$ cat config.mk
export PLATFORM = sky130hd
export DESIGN_NAME = dff_pipeline
export DESIGN_NICKNAME = d
export VERILOG_FILES = /design/src/rtl/dff_pipeline.sv
export SDC_FILE = /design/constraint.sdc
export NUM_CORES = 1
export LEC_CHECK = 0
export ABC_AREA = 1
export CORE_MARGIN = 3
export CORE_UTILIZATION = 44
export DETAILED_ROUTE_END_ITERATION = 8
export PLACE_DENSITY = 0.7
export SYNTH_ARGS = -nofsm -noshare
export SYNTH_HDL_FRONTEND = slang
export SYNTH_SLANG_ARGS = --single-unit
$ cat constraint.sdc
create_clock -name clock -period 1.8 [get_ports clock]
set_input_delay 0.18 -clock clock [delete_from_list [all_inputs] [get_ports clock]]
set_output_delay 0.18 -clock clock [all_outputs]
set_load 0.01 [all_outputs]
$ cat src/rtl/dff_pipeline.sv
// dff_pipeline: elastic chain of DEPTH register stages with per-stage valid bits.
// Empty stages always accept, so bubbles collapse under backpressure. A
// synchronous flush and an asynchronous reset both empty the chain. A registered
// occupancy counter tracks how many stages currently hold a word.
module dff_pipeline #(
  parameter int               WIDTH       = 8,
  parameter int               DEPTH       = 4,
  parameter logic [WIDTH-1:0] RESET_VALUE = '0,
  localparam int              OCC_W       = $clog2(DEPTH + 1)
) (
  input  logic             clock,
  input  logic             reset,
  input  logic             flush,
  input  logic             in_valid,
  output logic             in_ready,
  input  logic [WIDTH-1:0] data_in,
  output logic             out_valid,
  input  logic             out_ready,
  output logic [WIDTH-1:0] data_out,
  output logic [OCC_W-1:0] occupancy
);

  // Flattened view of every stage's valid bit and data word.
  logic [DEPTH-1:0] w_v;
  logic [WIDTH-1:0] w_d [DEPTH];

  // Per-stage ready: rdy[i] = !v[i] | rdy[i+1], ending in out_ready.
  // Unrolled, a stage is ready when out_ready is high or any stage from i
  // to the output is empty. Computing it that way keeps the logic free of
  // a self-referencing chain through a single vector.
  logic [DEPTH-1:0] w_rdy;

  // Handshake strobes used by the occupancy counter.
  logic w_push;
  logic w_pop;

  logic [OCC_W-1:0] r_occupancy;

  generate
    for (genvar gi = 0; gi < DEPTH; gi++) begin : g_stage
      logic             r_v;
      logic [WIDTH-1:0] r_d;
      logic             w_up_v;
      logic [WIDTH-1:0] w_up_d;

      // Stage 0 is fed by the producer; later stages by their predecessor.
      if (gi == 0) begin : g_first
        assign w_up_v = in_valid;
        assign w_up_d = data_in;
      end else begin : g_chain
        assign w_up_v = w_v[gi-1];
        assign w_up_d = w_d[gi-1];
      end

      assign w_rdy[gi] = out_ready | ~(&w_v[DEPTH-1:gi]);
      assign w_v[gi]   = r_v;
      assign w_d[gi]   = r_d;

      // Stage register: clear on reset/flush, else load from upstream when ready.
      // Data is only overwritten by a valid word so an emptied stage keeps
      // its last contents visible.
      always_ff @(posedge clock or posedge reset) begin
        if (reset) begin
          r_v <= 1'b0;
          r_d <= RESET_VALUE;
        end else if (flush) begin
          r_v <= 1'b0;
          r_d <= RESET_VALUE;
        end else if (w_rdy[gi]) begin
          r_v <= w_up_v;
          if (w_up_v) begin
            r_d <= w_up_d;
          end
        end
      end
    end
  endgenerate

  // Flush masks both handshakes so nothing enters or leaves during it.
  assign in_ready  = w_rdy[0] & ~flush;
  assign out_valid = w_v[DEPTH-1] & ~flush;
  assign data_out  = w_d[DEPTH-1];

  assign w_push = in_valid & in_ready;
  assign w_pop  = out_valid & out_ready;

  // Occupancy counter: +1 on push only, -1 on pop only, cleared by flush.
  always_ff @(posedge clock or posedge reset) begin
    if (reset) begin
      r_occupancy <= '0;
    end else if (flush) begin
      r_occupancy <= '0;
    end else if (w_push && !w_pop) begin
      r_occupancy <= r_occupancy + OCC_W'(1);
    end else if (w_pop && !w_push) begin
      r_occupancy <= r_occupancy - OCC_W'(1);
    end
  end

  assign occupancy = r_occupancy;

endmodule

==> run summary <==
Post-Route WL - 3410 um
# rows - 21
Seq/Total Area, Yosys - 0.574
Share of the synthesized area in the top cell type - 0.574
Worst Path Arrival - 1900 ps
Most used DFF post-synth - dfrtp_1
Finish-stage setup viols - 0
Initial Util - 0.483
Fin crit period - 1720 ps
Mean Syn Cell Area - 10.1 sq um
Drt initial violations - 54
Hold Vio Cnt, Final - 0
DIE WIDTH - 68.2 um
Hold Slack - 292 ps
Worst reg2reg path depth - 12
Power per cell area - 840 nW/um^2
Number of synthesized flops with an enable pin - 0
Largest net degree at the start of global routing - 40
Async set or reset register ratio after synthesis - 1.00
Area Overhead vs Synth - 31.8%
FF+latch count, synth - 39
Vias - 1305
Status - finished clean
R2R Setup Slk - 80 ps
GRT Resource Usage Total - 0.174
Int Pwr - 0.00144 W
Rel. slew slack - 0.689
Synthesis warning total - 0
CTS buffer count - 5
Sw frac - 0.237
Initial antenna violation count - 0
Critical path peak fanout - 3
Crit path capture type - flop
Slew Limit Fails - 0
Clock buffer depth - 2
Fmax - 0.582 GHz
P_sw - 0.000446 W
Hold/Removal Path Class - input port to asynchronous set/reset pin
Core Box Area - 3520 sq um
Mapped Cells - 168
Maxcap violations - 0
Die Area - 4650 sq um
Clock Latency Late Sink - 290 ps
CTS tree - done
Tcrit/Tclk final - 0.955
Critical Path Source Type - flop
Leakage - 1.01 nW
Placed wire-length estimate - 2480 um
Vias in the first global route - 1258
First-pass GRT wire length - 5820 um
CTS H-tree lvls - 2
Total gr overflow - 0
Filler cells - 302
1st-pass router iterations - 4
Logic pwr share - 0.138
R2r startpoint - g_stage[3].r_v$_DFFE_PP0P_
WP data required - 1980 ps
Largest cells by area after synthesis - dfrtp_1 (57%), inv_1 (7.3%), o22ai_1 (5.9%)
Max VDD drop - 558 uV
Share of layout cells above drive strength 1 - 0.236
CTS Root Buffer Type - clkbuf_8
Detail Route Antenna Nets - 0
DRC viols - 0
Vias per cell - 4.98
Clock Sinks - 39
Setup Skew - 5.40 ps
Post-synth top cells - dfrtp_1 (39), inv_1 (33), nand3_1 (18)
IO Pins - 26
RSZ-0062 raised after global routing - yes
Top-count cell post-synth - dfrtp_1
Setup TNS Final - 0 ps
Worst-Margin Slew - 467 ps
Chip height - 68.2 um
Synthesized area - 1700 sq um
Layout net count - 230
Sequential Power Share - 0.493
Clock power frac - 0.369
Avg WL per Cell - 13.0 um
IO Port Bufs - 25
Clock transition at path regs - 70 ps
CP Class - flop to flop
Hold-fix buffers, CTS - 0
Post-synth net total - 182
Post-synthesis cell type count - 23
Largest area contributor in the netlist - dfrtp_1
RR Endpoint - occupancy[2]$_DFFE_PP0P_
Antenna cells - 0
Routability cong. - 0.800
layout make-up:
class	instances	area (sq um)	area share
repair buffers	44	394	0.176
clock inverters	2	37.5	0.0167
flip-flops and latches	39	976	0.435
clock buffers	5	68.8	0.0307
inverters	37	141	0.0631
well taps	46	57.6	0.0257
multi-input cells	89	567	0.253
kinds of logic after synthesis:
| logic type | Yosys count | share of synthesized area |
|---|---|---|
| adders and majority gates | 1 | 0.0118 |
| DFF | 39 | 0.574 |
| and+or+nand+nor | 47 | 0.171 |
| buffers and inverters | 40 | 0.101 |
| xor gates and xnor gates | 1 | 0.00515 |
| AOI/OAI and AO/OA | 40 | 0.138 |
placed cells by master, fill, tap and decap left out:
cell type | netlist | final
clkdlybuf4s50_1 | 0 | 23
clkinv_1 | 1 | 1
buf_4 | 1 | 19
clkbuf_8 | 0 | 5
nand2_1 | 13 | 12
o21a_2 | 1 | 1
dfrtp_1 | 39 | 39
clkinvlp_4 | 0 | 1
nand3_1 | 18 | 18
o21ai_2 | 3 | 3
o22ai_1 | 16 | 16
nand2_2 | 5 | 6
dlymetal6s2s_1 | 0 | 1
inv_2 | 2 | 2
nor2_8 | 1 | 1
nor2_4 | 3 | 3
o21ai_1 | 8 | 8
xnor2_2 | 0 | 1
o21ai_0 | 11 | 11
nand4_2 | 1 | 1
bufinv_16 | 0 | 1
nand3_2 | 5 | 5
fa_2 | 0 | 1
inv_1 | 33 | 33
a21oi_1 | 1 | 1
nor2_1 | 1 | 1
dlygate4sd2_1 | 0 | 1
inv_4 | 1 | 1
how the worst max path moves through the flow:
stage / startpoint / cells after the start / end / slack [ps]
final: g_stage[3].r_v$_DFFE_PP0P_ / 12 / occupancy[2]$_DFFE_PP0P_ / 80
after floorplan: g_stage[3].r_v$_DFFE_PP0P_ / 12 / occupancy[2]$_DFFE_PP0P_ / 70
after global placement: flush / 13 / occupancy[2]$_DFFE_PP0P_ / -230
after detailed placement: flush / 13 / occupancy[2]$_DFFE_PP0P_ / -320
after CTS: flush / 13 / occupancy[2]$_DFFE_PP0P_ / 10
after global routing: g_stage[3].r_v$_DFFE_PP0P_ / 12 / occupancy[2]$_DFFE_PP0P_ / -70
routing by layer:
metal | routed length, um | vias up | global-route usage
met4 | 57 | 0 | 0.0819
met1 | 1470 | 610 | 0.214
met2 | 1690 | 42 | 0.286
met3 | 186 | 8 | 0.0443
met5 | 0 | - | 0
li1 | - | 645 | -
registers in the layout (all words and copies together), names as in the netlist:
signal / flops
data_out: 8
g_stage.r_d: 24
g_stage.r_v: 4
occupancy: 3
power groups by stage:
stage	registers (W)	logic (W)	clock network, W
after floorplan	0.000948	0.000138	0
after global placement	0.000943	0.000237	0
after detailed placement	0.000945	0.000247	0
after CTS	0.000929	0.000258	0.000710
after global routing	0.000932	0.000290	0.000750
final	0.000928	0.000260	0.000695
stage by stage:
stage / utilization / setup slack [ps] / instance area [sq um] / power [W] / std cells
after detailed placement: 0.596 / -322 / 2100 / 0.00119 / 252
final: 0.637 / 81.7 / 2240 / 0.00188 / 262
after global placement: 0.596 / -228 / 2100 / 0.00118 / 252
after floorplan: - / 67.1 / 1700 / 0.00109 / 168
after global routing: 0.637 / -72.2 / 2240 / 0.00197 / 262
after CTS: 0.630 / 14.8 / 2220 / 0.00190 / 260
critical path, cell delays in order, from the launching register on:
cell and delay [ps]:
dfrtp_1 400, inv_1 90, nor2_4 100, nand2_2 70
nand3_2 90, inv_1 50, fa_2 350, xnor2_2 200
inv_1 60, nand2_1 60, nand2_1 50, nand2_1 60
nand2_1 40
what timing repair did:
item                                    4_1_cts  5_1_grt
hold endpoints to repair                      0        0
buffers inserted                              1        2
endpoints found under the setup margin        2        1
gates resized for setup                       2        3
pin swaps                                     0        1
Power figures use the tool's default switching activity.
